<file path="src/rtl/store_unit.sv">
// store_unit -- store path of the rv32i multicycle datapath.
// Executes SB/SH/SW against a word-wide data memory that has no byte enables.
// SW is a single write; SB/SH read the word, replace the addressed lane and
// write it back. Misaligned or illegal requests are rejected without a write.
//
// Ports
//   clk_i, rst_i     clock, synchronous active-high reset
//   req_valid_i      store request present
//   req_ready_o      unit idle; request accepted this cycle if req_valid_i=1
//   req_addr_i       byte address
//   req_wdata_i      store data
//   req_funct3_i     000 SB, 001 SH, 010 SW; other codes illegal
//   done_o           one-cycle pulse: store committed or rejected
//   err_o            valid with done_o: request rejected, no write made
//   mem_addr_o       word index of the latched address
//   mem_re_o         read strobe; mem_rdata_i valid the following cycle
//   mem_rdata_i      read data from memory
//   mem_we_o         write strobe
//   mem_wdata_o      write data
module store_unit #(
  parameter int XLEN    = 32,
  parameter int WADDR_W = 8
) (
  input  logic               clk_i,
  input  logic               rst_i,
  input  logic               req_valid_i,
  output logic               req_ready_o,
  input  logic [XLEN-1:0]    req_addr_i,
  input  logic [XLEN-1:0]    req_wdata_i,
  input  logic [2:0]         req_funct3_i,
  output logic               done_o,
  output logic               err_o,
  output logic [WADDR_W-1:0] mem_addr_o,
  output logic               mem_re_o,
  input  logic [XLEN-1:0]    mem_rdata_i,
  output logic               mem_we_o,
  output logic [XLEN-1:0]    mem_wdata_o
);

  typedef enum logic [2:0] {
    S_IDLE, S_READ, S_MERGE, S_WRITE, S_DONE, S_ERR
  } state_t;

  localparam logic [2:0] F3_SB = 3'b000;
  localparam logic [2:0] F3_SH = 3'b001;
  localparam logic [2:0] F3_SW = 3'b010;

  state_t              state_q;
  logic [WADDR_W+1:0]  addr_q;
  logic [XLEN-1:0]     wdata_q;
  logic [2:0]          funct3_q;
  logic [XLEN-1:0]     mem_wdata_q;
  logic                ready_q, re_q, we_q, done_q, err_q;

  logic [XLEN-1:0]     merged_d;
  logic                bad_req;

  // Address bits above the word index are dropped: accesses wrap modulo memory size.
  logic unused_addr_hi;
  assign unused_addr_hi = ^req_addr_i[XLEN-1:WADDR_W+2];

  assign bad_req = (req_funct3_i > F3_SW)
                || (req_funct3_i == F3_SH && req_addr_i[0])
                || (req_funct3_i == F3_SW && req_addr_i[1:0] != 2'b00);

  // Lane replacement on the word read back from memory; untouched lanes preserved.
  always_comb begin
    merged_d = mem_rdata_i;
    if (funct3_q == F3_SB)
      merged_d[{addr_q[1:0], 3'b000} +: 8] = wdata_q[7:0];
    else
      merged_d[{addr_q[1], 4'b0000} +: 16] = wdata_q[15:0];
  end

  always_ff @(posedge clk_i) begin
    if (rst_i) begin
      state_q     <= S_IDLE;
      addr_q      <= '0;
      wdata_q     <= '0;
      funct3_q    <= '0;
      mem_wdata_q <= '0;
      ready_q     <= 1'b1;
      re_q        <= 1'b0;
      we_q        <= 1'b0;
      done_q      <= 1'b0;
      err_q       <= 1'b0;
    end else begin
      case (state_q)
        S_IDLE: begin
          if (req_valid_i) begin
            addr_q   <= req_addr_i[WADDR_W+1:0];
            wdata_q  <= req_wdata_i;
            funct3_q <= req_funct3_i;
            ready_q  <= 1'b0;
            if (bad_req) begin
              state_q <= S_ERR;
              done_q  <= 1'b1;
              err_q   <= 1'b1;
            end else if (req_funct3_i == F3_SW) begin
              state_q     <= S_WRITE;
              mem_wdata_q <= req_wdata_i;
              we_q        <= 1'b1;
            end else begin
              state_q <= S_READ;
              re_q    <= 1'b1;
            end
          end
        end
        S_READ: begin
          state_q <= S_MERGE;
          re_q    <= 1'b0;
        end
        S_MERGE: begin
          state_q     <= S_WRITE;
          mem_wdata_q <= merged_d;
          we_q        <= 1'b1;
        end
        S_WRITE: begin
          state_q <= S_DONE;
          we_q    <= 1'b0;
          done_q  <= 1'b1;
        end
        S_DONE: begin
          state_q <= S_IDLE;
          done_q  <= 1'b0;
          ready_q <= 1'b1;
        end
        S_ERR: begin
          state_q <= S_IDLE;
          done_q  <= 1'b0;
          err_q   <= 1'b0;
          ready_q <= 1'b1;
        end
        default: begin
          state_q <= S_IDLE;
          re_q    <= 1'b0;
          we_q    <= 1'b0;
          done_q  <= 1'b0;
          err_q   <= 1'b0;
          ready_q <= 1'b1;
        end
      endcase
    end
  end

  assign req_ready_o = ready_q;
  assign done_o      = done_q;
  assign err_o       = err_q;
  assign mem_re_o    = re_q;
  // Gated so that no write can land in any cycle with reset asserted.
  assign mem_we_o    = we_q & ~rst_i;
  assign mem_addr_o  = addr_q[WADDR_W+1:2];
  assign mem_wdata_o = mem_wdata_q;

endmodule

</file>
<file path="config.mk">
export PLATFORM = sky130hd
export DESIGN_NAME = store_unit
export DESIGN_NICKNAME = d
export VERILOG_FILES = /design/src/rtl/store_unit.sv
export SDC_FILE = /design/constraint.sdc
export NUM_CORES = 1
export LEC_CHECK = 0
export CAP_MARGIN = 20
export CORE_AREA = 2 2 86 105
export CTS_CLUSTER_SIZE = 20
export DETAILED_ROUTE_END_ITERATION = 10
export DIE_AREA = 0 0 88 107
export PLACE_DENSITY = 0.81
export SLEW_MARGIN = 20
export SYNTH_ARGS = -nofsm -noshare
export SYNTH_HDL_FRONTEND = slang
export SYNTH_SLANG_ARGS = --single-unit
</file>
<file path="constraint.sdc">
create_clock -name clk_i -period 6 [get_ports clk_i]
set_input_delay 1.2 -clock clk_i [delete_from_list [all_inputs] [get_ports clk_i]]
set_output_delay 1.2 -clock clk_i [all_outputs]
set_load 0.02 [all_outputs]
</file>
==> impl_metrics.yaml, run 1 <==
timing:
  fin_worst_skew_ns: 0.00550
  final.setup.worst_slack_ns: 2.68
  max_freq_mhz: 301
  slew_headroom: 0.286
  grt_setup_unrepaired: "no"
  hold_viol: 0
  min_period_over_period: 0.554
  tns_ns: 0
  report.final.slew_viol_count: 0
  setup_viol: 0
  period_minus_slack_ns: 3.32
  worst_slew_pin_slew_ns: 1.07
clocking:
  clkTransAtPathRegs_ns: 0.07
  htreeDepth: 3
  cts_tree: "built"
  clkSinkCount: 69
  cts_buffer_depth: 2
  worstSkewPairLatency_ns: 0.34
  cts-resized-gates: 0
  post_cts_buffers: 0
  root_buffer: "clkbuf_8"
  holdBufCountCts: 0
  cts_inserted_buffers: 9
critical_path:
  cp.required_ns: 6.25
  worst_setup_path_start_kind: "input pin"
  path_max_fanout: 19
  crit_arrival_ns: 3.57
  end_kind: "register"
  worstSetupPathType: "in2reg"
synthesis:
  ys_warn_count: 0
  syn_area_per_cell_um2: 8.15
  ys_ff_latch: 69
  synth_area_leader_cell: "dfxtp_1"
  synth-edff-count: 0
  netlist.area_leader.share: 0.349
  yosys-top-cells-count: "nand2_1, dfxtp_1, nor2_1"
  synth_area_leaders: "dfxtp_1, nor4_2, nand2_1"
  syn_inst: 486
  dominantRegCellSynth: "dfxtp_1"
  async_flop_share: 0
  synth_nets: 593
  synth_area_um2: 3960
  yosysUniqueCellTypes: 39
  yosysMostFrequentCell: "nand2_1"
  synth_seq_area_share: 0.349
floorplanning:
  initial_utilization: 0.472
  boundaryPins: 147
  die_w_um: 88
  die_y_um: 107
  coreArea_um2: 8380
  placementRows: 37
  die_area_um2: 9420
drt:
  vias: 4017
  dr.pass1.iters: 5
  drc: 0
  drt_wl_total_mm: 11.6
  wl_per_cell_um: 16.5
  avgViaCountPerCell: 5.72
  drtIter0Drc: 272
  postRouteAntennaNets: 0
pwr:
  power_density_nw_per_um2: 252
  irDropWorstVdd_mv: 0.139
  intPower_w: 0.000910
  p_comb_frac: 0.312
  power.share.switching: 0.323
  p_clk_frac: 0.277
  p_leak_nw: 1.86
  p_switching_w: 0.000435
  seqPwrFrac: 0.411
place:
  place.gp.congestion: 0.880
  dpl.cell_count: 686
  hpwlAfterDp_mm: 8.09
  io_buffers: 124
  dp_slack_ns: 2.31
cells_and_area:
  fin_cells: 702
  drive_above_1_share: 0.109
  final_nets: 687
  area_growth_pct: 35.1
  n_antenna_cell: 0
min_path:
  holdCritPathClass: "reg2reg"
global_routing:
  grt_overflow: 0
  grt_max_degree: 68
  grt_pass1_wl_mm: 18.7
  grt_antenna_before_repair: 0
  track_usage: 0.252
  grt_pass1_vias: 3890
flow_run:
  maxCapViolCount: 0
outcome:
  status: "finished clean"
-- final cells by class --
| cell class | instances | area (um2) |
|---|---|---|
| fill | 714 | 3030 |
| multi-input combinational | 361 | 2300 |
| sequential | 69 | 1380 |
| timing repair buffer | 132 | 1300 |
| tap | 117 | 146 |
| clock buffer | 12 | 145 |
| clock inverter | 4 | 47.5 |
| inverter | 7 | 26.3 |
-- cell families after synthesis --
| kind of cell | Yosys count | synth area share |
|---|---|---|
| simple gates | 218 | 0.298 |
| buf+inv | 56 | 0.0736 |
| mux | 32 | 0.0809 |
| flops | 69 | 0.349 |
| fa+ha+maj | 5 | 0.0158 |
| compound gates | 106 | 0.183 |
-- per-stage QoR --
stage          utilization  area [um2]  hold WS, ns  total power, W
6_report             0.638        5350        0.455         0.00135
5_1_grt              0.638        5350        0.479         0.00142
4_1_cts              0.638        5340        0.455         0.00135
3_5_place_dp         0.615        5150        0.446        0.000979
3_3_place_gp         0.614        5140        0.438        0.000967
2_1_floorplan            -        3960        0.431        0.000816
-- worst paths after layout --
path / cells after the start / startpoint / slack [ns] / endpoint
hold reg to reg: 2 / addr_q[5] / 0.45 / addr_q[5]
setup reg to reg: 6 / addr_q[1] / 2.85 / mem_wdata_o[22]
setup / recovery: 6 / req_addr_i[0] / 2.68 / mem_wdata_o[1]
hold / removal: 2 / addr_q[5] / 0.45 / addr_q[5]
-- placed cells by master (no fill, tap or decap), drive strengths merged --
cell,instances
clkdlybuf4s50,123
nand2,95
dfxtp,69
nor2,68
a21oi,63
nor4,33
a221o,32
mux2i,32
clkbuf,12
buf,9
inv,7
o21ai,5
ha,5
nor4bb,3
or3,3
nand3,2
nand3b,2
a211oi,2
clkinv,2
or3b,2
nor4b,2
nor2b,1
or4b,1
o31ai,1
nor3b,1
nand4,1
and4b,1
a21o,1
o21bai,1
nor3,1
o31a,1
nand2b,1
and3,1
bufinv,1
clkinvlp,1
-- sequential cells by signal (all words and copies together), names as in the netlist --
register     flops
mem_re_o         1
funct3_q         3
done_o           1
wdata_q         16
state_q          3
we_q             1
addr_q          10
req_ready_o      1
err_o            1
mem_wdata_o     32
-- worst max-delay path, cell delays in order --
cell	delay [ns]
clkdlybuf4s50_1	0.50
or4b_4	0.61
o31ai_4	0.59
buf_4	0.37
nor2_1	0.08
nor4_2	0.22
-- power by group through the flow --
stage | Sequential, W | Combinational [W] | Clock, W
2_1_floorplan | 0.000570 | 0.000245 | 0
3_3_place_gp | 0.000559 | 0.000408 | 0
3_5_place_dp | 0.000563 | 0.000417 | 0
4_1_cts | 0.000552 | 0.000419 | 0.000380
5_1_grt | 0.000559 | 0.000457 | 0.000402
6_report | 0.000553 | 0.000419 | 0.000373
-- per-layer routing --
layer / track usage / part of all wire / vias up / wire length (um)
li1: - / - / 1905 / -
met1: 0.299 / 0.39 / 1887 / 4490
met2: 0.432 / 0.50 / 189 / 5850
met3: 0.0539 / 0.070 / 36 / 809
met4: 0.110 / 0.038 / 0 / 445
met5: 0 / 0 / - / 0
(Power assumes the default switching activity.)
==> run 2: changes to the inputs <==
--- a/config.mk
+++ b/config.mk
@@ -6,11 +6,11 @@
 export NUM_CORES = 1
 export LEC_CHECK = 0
 export CAP_MARGIN = 20
-export CORE_AREA = 2 2 86 105
+export CORE_AREA = 2 2 93 113
 export CTS_CLUSTER_SIZE = 20
 export DETAILED_ROUTE_END_ITERATION = 10
-export DIE_AREA = 0 0 88 107
-export PLACE_DENSITY = 0.81
+export DIE_AREA = 0 0 95 115
+export PLACE_DENSITY = 0.74
 export SLEW_MARGIN = 20
 export SYNTH_ARGS = -nofsm -noshare
 export SYNTH_HDL_FRONTEND = slang
==> constraint.sdc (replaced) <==
create_clock -name clk_i -period 2.9 [get_ports clk_i]
set_input_delay 0.58 -clock clk_i [delete_from_list [all_inputs] [get_ports clk_i]]
set_output_delay 0.58 -clock clk_i [all_outputs]
set_load 0.02 [all_outputs]
==> run 2 against run 1 <==
Sequential share of layout area down 0.61 points. Setup slack worse by 2.0 ns. Via count down 2.0%. Clock power rose to 2.9 times the previous value. Register-to-register slack worse by 2.1 ns. Critical path type unchanged. Critical endpoint is now mem_wdata_o[26]. Highest routed layer unchanged.
==> impl_metrics.yaml, run 2 (synthesis gave the netlist of run 1 again) <==
timing:
  setup_viol: 0
  slew_headroom: 0.290
  worst_slew_pin_slew_ns: 1.06
  final.setup.worst_slack_ns: 0.647
  fin_worst_skew_ns: 0.00640
  grt_setup_unrepaired: "no"
  max_freq_mhz: 444
  hold_viol: 0
  min_period_over_period: 0.777
  report.final.slew_viol_count: 0
  tns_ns: 0
  period_minus_slack_ns: 2.25
critical_path:
  end_kind: "register"
  rr_startpoint: "addr_q[1]"
  timing.rr.end: "mem_wdata_o[22]"
  path_max_fanout: 32
  cp.required_ns: 3.14
  rrSetupSlack_ns: 0.72
  reg2regPathDepth: 7
  worst_setup_path_start_kind: "input pin"
  worstSetupPathType: "in2reg"
  crit_arrival_ns: 2.49
clocking:
  root_buffer: "clkbuf_16"
  post_cts_buffers: 0
  cts_buffer_depth: 2
  holdBufCountCts: 0
  clkSinkCount: 69
  cts_inserted_buffers: 9
  clkTransAtPathRegs_ns: 0.06
  htreeDepth: 3
  worstSkewPairLatency_ns: 0.33
  cts-resized-gates: 0
  cts_tree: "built"
outcome:
  status: "finished clean"
place:
  dpl.cell_count: 697
  io_buffers: 124
  place.gp.congestion: 0.851
  post_dp_cell_area_um2: 5180
  dp_slack_ns: 0.311
  hpwlAfterDp_mm: 8.18
floorplanning:
  initial_utilization: 0.402
  coreArea_um2: 9860
  die_area_um2: 10900
  boundaryPins: 147
  placementRows: 40
  die_y_um: 115
  die_w_um: 95
drt:
  drt_wl_total_mm: 11.8
  postRouteAntennaNets: 0
  dr.pass1.iters: 4
  wl_per_cell_um: 16.6
  vias: 3936
  avgViaCountPerCell: 5.52
  drc: 0
  drtIter0Drc: 201
global_routing:
  grt_pass1_wl_mm: 18.7
  track_usage: 0.221
  grt_max_degree: 68
  grt_overflow: 0
  grt_pass1_vias: 3771
  grt_antenna_before_repair: 0
cells_and_area:
  area_growth_pct: 38.4
  drive_above_1_share: 0.111
  multiInputGateArea_um2: 2290
  fin_area_um2: 5480
  largest_reg_flops: 32
  fin_cells: 713
  n_antenna_cell: 0
  register_area_um2: 1380
  final_cell_mix: "clkdlybuf4s50_1, nand2_1, dfxtp_1"
  final_common_cell: "clkdlybuf4s50_1"
  final_nets: 689
  nFillCells: 936
  utilization: 0.556
pwr:
  p_leak_nw: 1.92
  irDropWorstVdd_mv: 0.322
  power_density_nw_per_um2: 566
  p_clk_frac: 0.351
  seqPwrFrac: 0.365
  p_comb_frac: 0.284
  p_switching_w: 0.000945
  power.share.switching: 0.305
  intPower_w: 0.00216
min_path:
  min_from: "addr_q[7]"
  holdCritPathClass: "reg2reg"
  holdPathEnd: "addr_q[7]"
  hold_depth: 2
flow_run:
  maxCapViolCount: 0
==> run 2: cell type report <==
type                            count  share of cell area
Multi-Input combinational cell    361               0.419
Sequential cell                    69               0.252
Timing Repair Buffer              134               0.242
Clock buffer                       12              0.0450
Tap cell                          126              0.0288
Clock inverter                      4             0.00868
Inverter                            7             0.00480
==> run 2: layer usage <==
metal  track usage  vias up  share of wire
met5             0        -              0
met4        0.0995        0          0.025
met1         0.263     1860           0.39
met2         0.383      142           0.51
met3        0.0439       23          0.075
li1              -     1911              -
==> run 2: how the worst max path moves through the flow <==
stage | from | endpoint | depth (start not counted)
floorplan | addr_q[1] | mem_wdata_o[16] | 9
global placement | req_addr_i[0] | mem_wdata_o[14] | 6
detailed placement | req_addr_i[0] | mem_wdata_o[21] | 6
CTS | req_addr_i[0] | mem_wdata_o[21] | 6
global route | addr_q[1] | mem_wdata_o[22] | 7
finish | req_addr_i[0] | mem_wdata_o[26] | 6
==> run 2: power by group through the flow <==
stage	Combinational [W]	Sequential [W]	Clock (W)
after floorplan	0.000508	0.00118	0
after global placement	0.000864	0.00115	0
after detailed placement	0.000881	0.00115	0
after CTS	0.000886	0.00113	0.00111
after global routing	0.000965	0.00114	0.00115
final	0.000881	0.00113	0.00109
==> run 2: critical path: stages <==
cell and delay, ns:
clkdlybuf4s50_1 0.51, or4b_4 0.61, o31ai_4 0.27, buf_12 0.24
nor2_1 0.08, nor4_2 0.21
==> run 2: stage by stage <==
step | hold slack (ns) | total power [W]
after floorplan | 0.431 | 0.00169
after CTS | 0.453 | 0.00313
after detailed placement | 0.446 | 0.00203
after global routing | 0.472 | 0.00326
final | 0.450 | 0.00310
after global placement | 0.437 | 0.00201
==> run 3: changes to the inputs <==
--- a/config.mk
+++ b/config.mk
@@ -6,11 +6,11 @@
 export NUM_CORES = 1
 export LEC_CHECK = 0
 export CAP_MARGIN = 20
-export CORE_AREA = 2 2 93 113
+export CORE_AREA = 2 2 89 108
 export CTS_CLUSTER_SIZE = 20
 export DETAILED_ROUTE_END_ITERATION = 10
-export DIE_AREA = 0 0 95 115
-export PLACE_DENSITY = 0.74
+export DIE_AREA = 0 0 91 110
+export PLACE_DENSITY = 0.77
 export SLEW_MARGIN = 20
 export SYNTH_ARGS = -nofsm -noshare
 export SYNTH_HDL_FRONTEND = slang
==> constraint.sdc (replaced) <==
create_clock -name clk_i -period 2.2 [get_ports clk_i]
set_input_delay 0.44 -clock clk_i [delete_from_list [all_inputs] [get_ports clk_i]]
set_output_delay 0.44 -clock clk_i [all_outputs]
set_load 0.02 [all_outputs]
==> run 3 against run 2 <==
Non-clock buffer count up 14. Via count rose by 2.2%. Critical path depth unchanged. Sequential power up 30%. Clock skew up 0.0038 ns. Hold slack better by 0.0050 ns. Utilization grew 5.9 points. Routed wire length is 0.30% higher. Clock-buffer cell count rose by 1. Highest routed layer unchanged.
==> impl_metrics.yaml, run 3 (synthesis gave the netlist of run 1 again) <==
outcome:
  status: "finished clean"
flow_run:
  maxCapViolCount: 0
timing:
  setup_viol: 0
  slew_headroom: 0.425
  report.final.slew_viol_count: 0
  fin_worst_skew_ns: 0.0102
  period_minus_slack_ns: 1.99
  max_freq_mhz: 502
  min_period_over_period: 0.906
  hold_viol: 0
  worst_slew_pin_slew_ns: 0.863
  final.setup.worst_slack_ns: 0.206
  grt_setup_unrepaired: "no"
clocking:
  cts_inserted_buffers: 9
  cts_buffer_depth: 2
  clkSinkCount: 69
  htreeDepth: 3
  worstSkewPairLatency_ns: 0.34
  clkTransAtPathRegs_ns: 0.08
  cts-resized-gates: 0
  root_buffer: "clkbuf_8"
  post_cts_buffers: 0
  cts_tree: "built"
  holdBufCountCts: 0
floorplanning:
  initial_utilization: 0.443
  boundaryPins: 147
  coreArea_um2: 8940
  die_area_um2: 10000
  die_w_um: 91
  die_y_um: 110
  placementRows: 38
drt:
  dr.pass1.iters: 5
  vias: 4023
  wl_per_cell_um: 16.4
  drtIter0Drc: 243
  wl_met2_mm: 6.10
  avgViaCountPerCell: 5.58
  wl_met1_mm: 4.51
  route.met3.wl_um: 769
  drc: 0
  top_layer: "met4"
  drt_wl_total_mm: 11.8
  postRouteAntennaNets: 0
critical_path:
  crit_chain: "clkdlybuf4s50_1, or4b_4, o31ai_4, buf_12, nor2_1, nor4_2"
  crit_arrival_ns: 2.24
  worstSetupPathType: "in2reg"
  path_max_fanout: 32
  cp_slowest_cell: "or4b_4"
  cp.required_ns: 2.45
  end_kind: "register"
  worst_setup_path_start_kind: "input pin"
  cpPeakStageDelay_ns: 0.57
pwr:
  p_leak_nw: 1.95
  power_w: 0.00376
  power_density_nw_per_um2: 685
  irDropWorstVdd_mv: 0.317
global_routing:
  grt_overflow: 0
  grt_antenna_before_repair: 0
  grt_pass1_vias: 3980
  grt_pass1_wl_mm: 19.1
  grt_max_degree: 68
  track_usage: 0.238
cells_and_area:
  largest_reg_flops: 32
  nFillCells: 806
  n_antenna_cell: 0
  fin_area_um2: 5500
  drive_above_1_share: 0.131
  utilization: 0.615
  final_common_cell: "clkdlybuf4s50_1"
  area_growth_pct: 38.8
  final_nets: 703
  final_cell_mix: "clkdlybuf4s50_1, nand2_1, dfxtp_1"
place:
  dp_slack_ns: -0.160
  post_dp_cell_area_um2: 5290
  io_buffers: 124
  place.gp.congestion: 0.834
  hpwlAfterDp_mm: 8.44
min_path:
  holdCritPathClass: "reg2reg"
[run 3: area by class of cell]
cell class	count	area [um2]	share of cell area
Clock buffer	13	159	0.0289
Clock inverter	3	43.8	0.00797
Sequential cell	69	1380	0.252
Inverter	7	26.3	0.00478
Timing Repair Buffer	148	1440	0.262
Tap cell	120	150	0.0273
Multi-Input combinational cell	361	2290	0.417
[run 3: metal layers]
layer,global-route usage,up-vias
met5,0,-
met4,0.130,0
met3,0.0571,28
met2,0.430,161
met1,0.260,1891
li1,-,1943
[run 3: through the flow]
stage | cells | TNS, ns | hold WS, ns
6_report | 721 | 0 | 0.455
5_1_grt | 721 | 0 | 0.472
4_1_cts | 721 | 0 | 0.454
2_1_floorplan | 486 | 0 | 0.431
3_5_place_dp | 705 | -3.76 | 0.443
3_3_place_gp | 705 | -2.44 | 0.440
[run 3: final timing paths]
check	end	slack [ns]	depth (start not counted)	startpoint
setup reg to reg	mem_wdata_o[19]	0.34	7	addr_q[1]
hold reg to reg	addr_q[5]	0.46	2	addr_q[5]
hold / removal	addr_q[5]	0.46	2	addr_q[5]
setup / recovery	mem_wdata_o[19]	0.21	6	req_addr_i[0]
[run 3: worst max-delay path: cells and delay by family]
kind / cells / cell delay (ns)
buf+inv: 2 / 0.66
compound gates: 1 / 0.27
simple gates: 3 / 0.87
[run 3: power breakdown]
part | internal (W) | switching, W | total, W
clock network | 0.000588 | 0.000486 | 0.00107
logic | 0.000591 | 0.000628 | 0.00122
registers | 0.00137 | 0.0000994 | 0.00147
total | 0.00255 | 0.00121 | 0.00376
==> variant, RTL diff (config.mk and constraints of run 3) <==
Change the parameter `XLEN` from 32 to 36.
--- a/src/rtl/store_unit.sv
+++ b/src/rtl/store_unit.sv
@@ -18,7 +18,7 @@
 //   mem_we_o         write strobe
 //   mem_wdata_o      write data
 module store_unit #(
-  parameter int XLEN    = 32,
+  parameter int XLEN    = 36,
   parameter int WADDR_W = 8
 ) (
   input  logic               clk_i,
Ports: changed (resized mem_rdata_i, mem_wdata_o, req_addr_i and req_wdata_i); port bits go from 147 to 163. The function was not compared with the original's and may differ.
==> variant against run 3 <==
  * Critical path type unchanged
  * Non-clock buffer count is 12 higher
  * Sequential cell count rose by 4
  * Setup slack improved by 0.021 ns
  * Combinational power decreased by 16%
  * Core utilization down 0.62 points
  * Final area is 1.0% lower
  * Wire length is 5.7% lower
  * Power fell by 2.3%
  * Sequential share of layout area increased by 1.7 points
  * Cell count fell by 1.7%
  * Clock power is 6% higher
  * Critical endpoint is now mem_wdata_o[14]
  * Synthesized area fell by 5.2%
  * Clock skew rose by 0.0052 ns
  * Via count shrank 4.9%
  * Largest cell class unchanged
==> variant: results (changes against run 3) <==
- The routability-driven placement congestion ratio came to 0.833 (-0.14%).
- The largest vdd supply drop came to 0.345 mV (+8.7%).
- The combined flip-flop and latch cell area came to 1460 µm² (+5.7%).
- The net total in the final layout is 704 (+0.14%).
- The routed length on met2 came to 5.60 mm (-8.3%).
- The ratio of cells with drive above 1 in the final layout is 8.83% (-4.3 points).
- Ranked by total cell area, the synthesized netlist is headed by dfxtp_1 (39%), nand2_1 (10%), mux2i_1 (7.7%), o22ai_1 (4.7%), a21oi_1 (3.9%).
- The transition time at the pin with the least slew margin was 0.789 ns (-0.0734 ns).
- The mean post-synth cell area is 8.15 µm² (+0.11%).
- The run finished with clean final reports.
- The number of cells on the worst reg-to-reg path is 6 (-1).
- The number of flip-flops under the largest register name is 36 (+13%).
- The launch point of the worst reg-to-reg path is addr_q[0].
- The post-detailed-route via-to-cell ratio was 5.40 (-3.3%).
- The number of filler cells placed in the layout is 819 (+1.6%).
- The power spent charging and discharging nets is 1110 µW (-8.8%).
- Counting instances in the post-synthesis netlist gives the leading cell types as nand2_1 (102), dfxtp_1 (73), a21oi_1 (29), inv_1 (29), mux2i_1 (29).
- The final setup skew came to 0.0154 ns (+0.00525 ns).
- The first-pass GRT wire length is 17.7 mm (-7.1%).
- The detailed-routed wire length on met3 came to 720 µm (-6.4%).
- The number of port buffers is 136 (+9.7%).
- The static leakage power is 0.00204 µW (+4.8%).
- The number of standard cells in the final layout excluding fillers was 709 (-1.7%).
- The mean routed wirelength per cell is 15.8 µm (-4.1%).
- The met1 wire length is 4.66 mm (+3.3%).
- The path with the worst hold slack has its endpoint at addr_q[2].
- The number of global-route vias before repair is 3675 (-7.7%).
variant: cell count changes in the layout (fill, tap and decap cells not counted), moves of 12 or more:
cell,run 3,this run
inv_1,7,29
a311oi_1,0,16
o22ai_1,0,28
nor2_1,67,11
a221oi_1,0,16
nor4_2,30,0
o21ai_0,5,19
a221o_1,32,0
clkdlybuf4s50_1,123,135
a21oi_1,63,29
variant: power groups by stage:
| stage | clock network [µW] | logic [µW] | registers [µW] |
|---|---|---|---|
| after detailed placement | 0 | 1020 | 1550 |
| after global routing | 1200 | 1110 | 1540 |
| after global placement | 0 | 1000 | 1550 |
| after CTS | 1150 | 1030 | 1520 |
| final | 1130 | 1030 | 1520 |
| after floorplan | 0 | 491 | 1610 |
variant: how the worst max path moves through the flow:
| stage | startpoint | to | slack (ns) | depth (start not counted) |
|---|---|---|---|---|
| after floorplan | addr_q[0] | mem_wdata_o[0] | 0.09 | 7 |
| after global placement | req_funct3_i[1] | mem_wdata_o[12] | -0.11 | 6 |
| after detailed placement | req_funct3_i[1] | mem_wdata_o[14] | -0.15 | 6 |
| after CTS | req_funct3_i[1] | mem_wdata_o[14] | 0.23 | 6 |
| after global routing | addr_q[0] | mem_wdata_o[13] | 0.13 | 6 |
| final | req_funct3_i[1] | mem_wdata_o[14] | 0.23 | 6 |
variant: kinds of logic (layout without fill, tap and decap cells):
logic type / count (synthesis) / count (layout) / share of synthesized area [%]
multiplexers: 37 / 37 / 10.1
buffers and inverters: 76 / 205 / 9.61
flip-flops: 73 / 73 / 39.0
AO/OA/AOI/OAI: 133 / 133 / 23.9
AND/OR/NAND/NOR: 135 / 135 / 15.4
adder cells (fa/ha/maj): 6 / 6 / 2.00
variant: area by class of cell:
cell class	instances	share of cell area [%]
clock buffers	13	3.10
clock inverters	3	0.851
inverters	29	2.00
multi-input cells	311	35.7
flip-flops and latches	73	26.9
well taps	120	2.76
repair buffers	160	28.7
variant: routing by layer:
layer  global-route usage [%]  vias to the layer above
li1                         -                     1883
met4                     7.36                        0
met2                     38.4                      139
met5                        0                        -
met3                     5.51                       16
met1                     26.3                     1789
variant: through the flow:
step                hold WS, ns  worst slack, ns  setup TNS (ns)
finish                    0.459            0.227               0
global route              0.483            0.129               0
CTS                       0.461            0.229               0
detailed placement        0.450           -0.148           -2.54
global placement          0.441           -0.109           -1.72
floorplan                 0.437           0.0862               0
variant: critical path: stages:
cell,delay (ns)
clkdlybuf4s50_1,0.46
or3b_1,0.40
or3_1,0.41
buf_12,0.19
mux2i_1,0.17
o22ai_1,0.10
